### config.mk
export PLATFORM = sky130hd
export DESIGN_NAME = execute_md
export DESIGN_NICKNAME = d
export VERILOG_FILES = /design/src/rtl/execute_md.sv
export SDC_FILE = /design/constraint.sdc
export NUM_CORES = 2
export LEC_CHECK = 0
export BUFFER_PORTS_ARGS = -buffer_cell sky130_fd_sc_hd__buf_2
export CAP_MARGIN = 20
export CORE_MARGIN = 2
export CORE_UTILIZATION = 61
export DETAILED_ROUTE_END_ITERATION = 6
export HOLD_SLACK_MARGIN = 0.05
export PLACE_DENSITY = 0.8
export SLEW_MARGIN = 20
export SYNTH_ARGS = -nofsm -noshare
export SYNTH_HDL_FRONTEND = slang
export SYNTH_SLANG_ARGS = --single-unit
### constraint.sdc
create_clock -name clk -period 10.8 [get_ports clk]
set_clock_uncertainty 0.2 [all_clocks]
set_input_delay 1.62 -clock clk [delete_from_list [all_inputs] [get_ports clk]]
set_output_delay 1.62 -clock clk [all_outputs]
set_load 0.02 [all_outputs]
### src/rtl/execute_md.sv
// EX stage with forwarding muxes, ALU, branch resolution, a multi-cycle signed
// mul/div unit and the EX/MEM pipeline register. StallE holds upstream while mul/div runs.
//
// state | meaning
// IDLE  | no mul/div in flight; a MulDivE op latches operands and stalls
// BUSY  | mul latency / one restoring divide iteration per cycle
// DONE  | sign-corrected result is written into EX/MEM, stall released
module execute_md #(
  parameter int XLEN       = 32,
  parameter int REG_AW     = 5,
  parameter int MUL_CYCLES = 2
) (
  input  logic              clk,
  input  logic              rst,
  input  logic              RegWriteE,
  input  logic              MemWriteE,
  input  logic              ResultSrcE,
  input  logic              ALUSrcE,
  input  logic              BranchE,
  input  logic [2:0]        BranchTypeE,
  input  logic [2:0]        ALUControlE,
  input  logic              MulDivE,
  input  logic [1:0]        MulDivOpE,
  input  logic [XLEN-1:0]   RD1_E,
  input  logic [XLEN-1:0]   RD2_E,
  input  logic [XLEN-1:0]   Imm_Ext_E,
  input  logic [XLEN-1:0]   PCE,
  input  logic [XLEN-1:0]   PCPlus4E,
  input  logic [REG_AW-1:0] RD_E,
  input  logic [XLEN-1:0]   ResultW,
  input  logic [1:0]        ForwardA_E,
  input  logic [1:0]        ForwardB_E,
  output logic              PCSrcE,
  output logic [XLEN-1:0]   PCTargetE,
  output logic              StallE,
  output logic              RegWriteM,
  output logic              MemWriteM,
  output logic              ResultSrcM,
  output logic [REG_AW-1:0] RD_M,
  output logic [XLEN-1:0]   PCPlus4M,
  output logic [XLEN-1:0]   WriteDataM,
  output logic [XLEN-1:0]   ALU_ResultM
);
  localparam int SH   = $clog2(XLEN);
  localparam int CMAX = (XLEN > MUL_CYCLES) ? XLEN : MUL_CYCLES;
  localparam int CW   = $clog2(CMAX) + 1;
  localparam logic [CW-1:0] DIV_LOAD = CW'(XLEN - 1);
  localparam logic [CW-1:0] MUL_LOAD = CW'(MUL_CYCLES - 1);

  typedef enum logic [1:0] {IDLE, BUSY, DONE} state_t;

  state_t state_q, state_d;
  logic [CW-1:0]     cnt_q, cnt_d;
  logic [XLEN-1:0]   a_q, a_d, b_q, b_d, rem_q, rem_d, quo_q, quo_d;
  logic [1:0]        op_q, op_d;
  logic              rw_l_q, rw_l_d, mw_l_q, mw_l_d, rs_l_q, rs_l_d;
  logic [REG_AW-1:0] rd_l_q, rd_l_d;
  logic [XLEN-1:0]   pc4_l_q, pc4_l_d;

  logic              rw_m_q, mw_m_q, rs_m_q;
  logic [REG_AW-1:0] rd_m_q;
  logic [XLEN-1:0]   pc4_m_q, wd_m_q, alu_m_q;

  logic [XLEN-1:0] src_a, src_bf, src_b, alu_res, md_res, quo_fix, rem_fix;
  logic            cond, stall;
  logic signed [2*XLEN-1:0] prod;

  function automatic logic [XLEN-1:0] mag(input logic [XLEN-1:0] v);
    return v[XLEN-1] ? -v : v;
  endfunction

  // One restoring step on {rem,quo}; returns the updated {rem,quo}.
  function automatic logic [2*XLEN-1:0] div_step(input logic [XLEN-1:0] rem,
                                                 input logic [XLEN-1:0] quo,
                                                 input logic [XLEN-1:0] dvs);
    logic [XLEN:0] r2, diff;
    r2   = {rem, quo[XLEN-1]};
    diff = r2 - {1'b0, dvs};
    if (!diff[XLEN]) return {diff[XLEN-1:0], quo[XLEN-2:0], 1'b1};
    else             return {r2[XLEN-1:0], quo[XLEN-2:0], 1'b0};
  endfunction

  always_comb begin
    case (ForwardA_E)
      2'b01:   src_a = ResultW;
      2'b10:   src_a = alu_m_q;
      default: src_a = RD1_E;
    endcase
    case (ForwardB_E)
      2'b01:   src_bf = ResultW;
      2'b10:   src_bf = alu_m_q;
      default: src_bf = RD2_E;
    endcase
    src_b = ALUSrcE ? Imm_Ext_E : src_bf;
  end

  always_comb begin
    case (ALUControlE)
      3'b000:  alu_res = src_a + src_b;
      3'b001:  alu_res = src_a - src_b;
      3'b010:  alu_res = src_a & src_b;
      3'b011:  alu_res = src_a | src_b;
      3'b100:  alu_res = src_a ^ src_b;
      3'b101:  alu_res = {{(XLEN-1){1'b0}}, $signed(src_a) < $signed(src_b)};
      3'b110:  alu_res = src_a << src_b[SH-1:0];
      default: alu_res = src_a >> src_b[SH-1:0];
    endcase
  end

  always_comb begin
    case (BranchTypeE)
      3'b000:  cond = (src_a == src_bf);
      3'b001:  cond = (src_a != src_bf);
      3'b100:  cond = ($signed(src_a) < $signed(src_bf));
      3'b101:  cond = ($signed(src_a) >= $signed(src_bf));
      3'b110:  cond = (src_a < src_bf);
      3'b111:  cond = (src_a >= src_bf);
      default: cond = 1'b0;
    endcase
  end

  assign PCSrcE    = BranchE & cond & ~MulDivE;
  assign PCTargetE = PCE + Imm_Ext_E;

  assign prod = $signed({{XLEN{a_q[XLEN-1]}}, a_q}) * $signed({{XLEN{b_q[XLEN-1]}}, b_q});

  always_comb begin
    quo_fix = (a_q[XLEN-1] ^ b_q[XLEN-1]) ? -quo_q : quo_q;
    rem_fix = a_q[XLEN-1] ? -rem_q : rem_q;
    // A zero divisor bypasses the iteration result entirely.
    if (b_q == '0) begin
      quo_fix = '1;
      rem_fix = a_q;
    end
    case (op_q)
      2'b00:   md_res = prod[XLEN-1:0];
      2'b01:   md_res = prod[2*XLEN-1:XLEN];
      2'b10:   md_res = quo_fix;
      default: md_res = rem_fix;
    endcase
  end

  always_comb begin
    state_d = state_q;
    cnt_d   = cnt_q;
    a_d     = a_q;
    b_d     = b_q;
    op_d    = op_q;
    rem_d   = rem_q;
    quo_d   = quo_q;
    rw_l_d  = rw_l_q;
    mw_l_d  = mw_l_q;
    rs_l_d  = rs_l_q;
    rd_l_d  = rd_l_q;
    pc4_l_d = pc4_l_q;
    stall   = 1'b0;
    case (state_q)
      IDLE: begin
        if (MulDivE) begin
          stall   = 1'b1;
          a_d     = src_a;
          b_d     = src_bf;
          op_d    = MulDivOpE;
          rw_l_d  = RegWriteE;
          mw_l_d  = MemWriteE;
          rs_l_d  = ResultSrcE;
          rd_l_d  = RD_E;
          pc4_l_d = PCPlus4E;
          // The latch cycle already counts as the first divide iteration.
          {rem_d, quo_d} = div_step('0, mag(src_a), mag(src_bf));
          cnt_d   = MulDivOpE[1] ? DIV_LOAD : MUL_LOAD;
          state_d = (cnt_d == '0) ? DONE : BUSY;
        end
      end
      BUSY: begin
        stall = 1'b1;
        if (op_q[1]) {rem_d, quo_d} = div_step(rem_q, quo_q, mag(b_q));
        cnt_d = cnt_q - CW'(1);
        if (cnt_d == '0) state_d = DONE;
      end
      DONE:    state_d = IDLE;
      default: state_d = IDLE;
    endcase
  end

  assign StallE = rst & stall;

  always_ff @(posedge clk) begin
    if (!rst) begin
      state_q <= IDLE;
      cnt_q   <= '0;
      a_q     <= '0;
      b_q     <= '0;
      op_q    <= '0;
      rem_q   <= '0;
      quo_q   <= '0;
      rw_l_q  <= 1'b0;
      mw_l_q  <= 1'b0;
      rs_l_q  <= 1'b0;
      rd_l_q  <= '0;
      pc4_l_q <= '0;
    end else begin
      state_q <= state_d;
      cnt_q   <= cnt_d;
      a_q     <= a_d;
      b_q     <= b_d;
      op_q    <= op_d;
      rem_q   <= rem_d;
      quo_q   <= quo_d;
      rw_l_q  <= rw_l_d;
      mw_l_q  <= mw_l_d;
      rs_l_q  <= rs_l_d;
      rd_l_q  <= rd_l_d;
      pc4_l_q <= pc4_l_d;
    end
  end

  always_ff @(posedge clk) begin
    if (!rst) begin
      rw_m_q  <= 1'b0;
      mw_m_q  <= 1'b0;
      rs_m_q  <= 1'b0;
      rd_m_q  <= '0;
      pc4_m_q <= '0;
      wd_m_q  <= '0;
      alu_m_q <= '0;
    end else if (stall) begin
      rw_m_q <= 1'b0;
      mw_m_q <= 1'b0;
      rs_m_q <= 1'b0;
      rd_m_q <= '0;
    end else if (state_q == DONE) begin
      rw_m_q  <= rw_l_q;
      mw_m_q  <= mw_l_q;
      rs_m_q  <= rs_l_q;
      rd_m_q  <= rd_l_q;
      pc4_m_q <= pc4_l_q;
      wd_m_q  <= b_q;
      alu_m_q <= md_res;
    end else begin
      rw_m_q  <= RegWriteE;
      mw_m_q  <= MemWriteE;
      rs_m_q  <= ResultSrcE;
      rd_m_q  <= RD_E;
      pc4_m_q <= PCPlus4E;
      wd_m_q  <= src_bf;
      alu_m_q <= alu_res;
    end
  end

  assign RegWriteM   = rw_m_q;
  assign MemWriteM   = mw_m_q;
  assign ResultSrcM  = rs_m_q;
  assign RD_M        = rd_m_q;
  assign PCPlus4M    = pc4_m_q;
  assign WriteDataM  = wd_m_q;
  assign ALU_ResultM = alu_m_q;
endmodule

==> results by group <==
Finish
  – Design area: 69010 sq um
  – Layout Area Growth over Synthesis: 6.722%
  – Final nets: roughly 9700
  – Non-Filler Instances: 9480
  – Layout cells sized above 1: a little under a tenth

Logic synthesis
  – Synth area leaders: fa_1, dfxtp_1, ha_1
  – Synth cell count leaders: nand2_1, inv_1, fa_1, and2_1, a21oi_1
  – Area of the mapped netlist: 64670 sq um
  – Register bit total from synthesis: 282
  – Cell with the most instances after synthesis: nand2_1
  – Top-area cell type share of the netlist area: 33.62%
  – Syn Area/Cell: 8.086 sq um
  – Post-synth EDFFs: 0
  – Syn Nets: around 9700
  – Cell count after synthesis: 7997
  – Unique masters post-synth: 97
  – Synth async-reset ratio: 0%
  – Ys Warns: 0
  – Register area share after synthesis: ~8.7%
  – Synth area leader: fa_1
  – Synth Flop Type: dfxtp_1

STA
  – Min Clock Period, post-route: between 9 and 10 ns
  – Final setup violation count: 0
  – Rel. slew slack: 6.520%
  – Final period util: 89.23%
  – Slew Viols, Final: 0
  – Endpoints failing hold: 0
  – Max Fclk: 103.8 MHz
  – RSZ-0062 raised after global routing: false
  – Setup_tns: 0 ns
  – Slew @ Worst Pin: 1.397 ns

Worst setup path
  – Worst path slowest cell: dfxtp_1
  – Arrival @ worst endpoint: 9.98 ns
  – Stages on the worst setup path: 24
  – RR Startpoint: b_q[6]
  – Cells along the critical path: nand2_1 -> inv_1 -> fa_1 -> inv_1 -> fa_1 -> inv_1 -> fa_1 -> fa_1 -> inv_1 -> fa_1 -> inv_1 -> fa_1 -> fa_1 -> fa_1 -> ha_1 -> and2_1 -> nand2_1 -> a2111o_1 -> a211o_1 -> nand2_1 -> a31oi_1 -> xor2_1 -> a211oi_1 -> o22a_1
  – FF-to-FF setup slack: approximately 1.2 ns
  – Crit Path Category: reg2reg
  – Worst setup SP type: flop
  – Worst Path Max Fanout: 21
  – CP Buf/Inv Count: 5
  – Critical Path End Type: flop
  – Reg2reg path depth: 24
  – CP Capture Point: ALU_ResultM[23]
  – Crit path largest cell delay: 0.97 ns
  – Required @ worst endpoint: 11.14 ns
  – Most used cell, CP: fa_1
  – CP top delay family: adder cells
  – Setup crit start: b_q[6]
  – Worst r2r dst: ALU_ResultM[23]

Die
  – Die Span Y: 329.6 microns
  – Row count: 119
  – Starting density of the core: 61.43%
  – Die W: 329.6 microns
  – I/O Pins: 355
  – DIE AREA: 108600 sq um
  – Core area: 105300 sq um

Detailed routing
  – WL/cell: around 28 microns
  – Total wire length: 264.1 mm
  – Drt pass-1 iters: 7
  – Drt first-iter violations: 7646
  – Via count: slightly above 60000
  – DR DRC count: 14
  – Post-DRT Antenna Nets: 0
  – Vias/cell: 6.516

CTS
  – CTS sink count: 282
  – Post-CTS sizing: 0
  – Post-CTS Setup Bufs: 0
  – Hold-fix buffers at CTS: 0
  – Htree depth: 2
  – TritonCTS clock tree: yes
  – Later-pin clock latency in the skew report: 0.61 ns
  – Root buf cell: clkbuf_16
  – CTS Buf Count: 36
  – CTS clk-pin slew, worst paths: approximately 0.07 ns
  – Clock Path Buffers: 3

Worst hold path
  – Hold Startpoint: PCPlus4M[4]
  – Worst hold-check path type: reg2reg

Job
  – Max Cap Viol: 0

Global route
  – GR Overflow Total: 0
  – First-pass GRT wire length: 390.0 mm
  – Gr usage total: between 40% and 50%
  – Initial antenna violation count: 28
  – Vias in the first global route: roughly 62000
  – Largest net degree at the start of global routing: 66

Power and ir drop
  – LEAKAGE: 33.39 nW
  – Pwr dens: 100.9 nW/um^2
  – Maximum vdd drop: 0.1555 mV

Run status
  – Status: finished, violations left
  – Violated checks: DRC

Placement
  – Area post-placement: between 60000 and 70000 sq um
  – Final RePlAce weighted congestion: approximately 1.1
  – Final HPWL DP: 210.7 mm
  – IO Port Bufs: between 300 and 400
  – Inst Count DP: roughly 9400
[cell type report]
| class | count | area, sq um |
|---|---|---|
| Multi-Input combinational cell | 6068 | 52920 |
| Fill cell | 8781 | 36250 |
| Sequential cell | 282 | 5674 |
| Inverter | 1118 | 4199 |
| Timing Repair Buffer | 544 | 3223 |
| Tap cell | 1391 | 1740 |
| Clock buffer | 48 | 985.9 |
| Clock inverter | 17 | 235.2 |
| Antenna cell | 12 | 30.03 |
[cell families (layout without fill, tap and decap cells)]
kind of cell	count (synthesis)	in the layout	share of synthesized area, %
simple gates	2547	2547	18.38
mux	162	162	2.593
xor+xnor	266	266	3.603
flops	282	282	8.730
buf+inv	1647	1727	9.663
other cells	0	12	0
compound gates	1617	1617	15.87
fa+ha+maj	1476	1476	41.17
[worst min-delay path, cell delays in order (launching register included)]
cell     delay [ns]
dfxtp_1        0.32
nand2_1        0.04
o21ai_0        0.05
[worst min-delay path by stage]
stage / endpoint / depth (start not counted)
5_1_grt: pc4_l_q[12] / 2
2_1_floorplan: MemWriteM / 2
3_5_place_dp: PCPlus4M[12] / 2
3_3_place_gp: PCPlus4M[16] / 2
4_1_cts: PCPlus4M[3] / 2
6_report: PCPlus4M[4] / 2
[registers in the layout (all words and copies together), names as in the netlist, 2 cells and up]
name and count:
b_q 32, WriteDataM 32, RD_M 5, a_q 32, ALU_ResultM 32, rem_q 32, PCPlus4M 32, quo_q 32
pc4_l_q 32, op_q 2, cnt_q 6, state_q 2, rd_l_q 5
[through the flow]
| stage | hold WS [ns] | total power [mW] | setup WS (ns) | util [%] |
|---|---|---|---|---|
| 2_1_floorplan | 0.2321 | 3.964 | 1.825 | - |
| 3_3_place_gp | 0.2287 | 5.408 | 1.384 | 64.36 |
| 3_5_place_dp | 0.2374 | 5.463 | 1.211 | 64.36 |
| 4_1_cts | 0.2529 | 6.767 | 1.167 | 65.52 |
| 5_1_grt | 0.2674 | 7.259 | 0.8261 | 65.54 |
| 6_report | 0.2481 | 6.966 | 1.164 | 65.56 |
[report_power, final]
part | internal (mW) | switching [mW]
Sequential | 1.14 | 0.238
Combinational | 1.42 | 2.87
Clock | 0.731 | 0.566
[per-layer routing]
metal	up-vias	GRT usage [%]	part of all wire, %
met3	1098	16.51	14
li1	25953	-	-
met2	4333	70.71	42
met5	-	0	0.096
met4	28	31.04	7.8
met1	30364	61.60	36
[layout by cell type (no fill, tap or decap), types with 15 or more instances in the layout]
| master | synthesis | layout |
|---|---|---|
| inv_1 | 1104 | 1103 |
| or3_1 | 30 | 30 |
| o21bai_1 | 23 | 23 |
| a22oi_1 | 59 | 59 |
| mux2i_1 | 136 | 136 |
| a21oi_1 | 497 | 495 |
| mux2_2 | 24 | 24 |
| buf_4 | 2 | 188 |
| a21o_1 | 71 | 71 |
| xor2_1 | 106 | 105 |
| and3_1 | 19 | 19 |
| o21ai_1 | 14 | 15 |
| o221ai_1 | 35 | 35 |
| o31ai_1 | 29 | 29 |
| nor2b_1 | 50 | 48 |
| or4_1 | 20 | 20 |
| o22ai_1 | 36 | 36 |
| nor2_1 | 494 | 488 |
| or2_2 | 25 | 25 |
| a211oi_1 | 74 | 74 |
| nand2b_1 | 45 | 43 |
| nor3_1 | 75 | 75 |
| o211ai_1 | 56 | 56 |
| o21a_1 | 55 | 55 |
| o21ai_0 | 365 | 363 |
| and2_1 | 519 | 518 |
| fa_1 | 1086 | 1086 |
| nand4_1 | 31 | 31 |
| a221oi_1 | 46 | 46 |
| a31oi_1 | 66 | 66 |
| dfxtp_2 | 0 | 23 |
| ha_1 | 390 | 388 |
| clkbuf_16 | 0 | 36 |
| nand3_1 | 71 | 70 |
| nand2_1 | 1111 | 1110 |
| buf_2 | 10 | 354 |
| nor4_1 | 22 | 22 |
| dfxtp_1 | 282 | 259 |
| xnor2_1 | 160 | 159 |
Note: power is estimated with default switching activity, not from simulation.
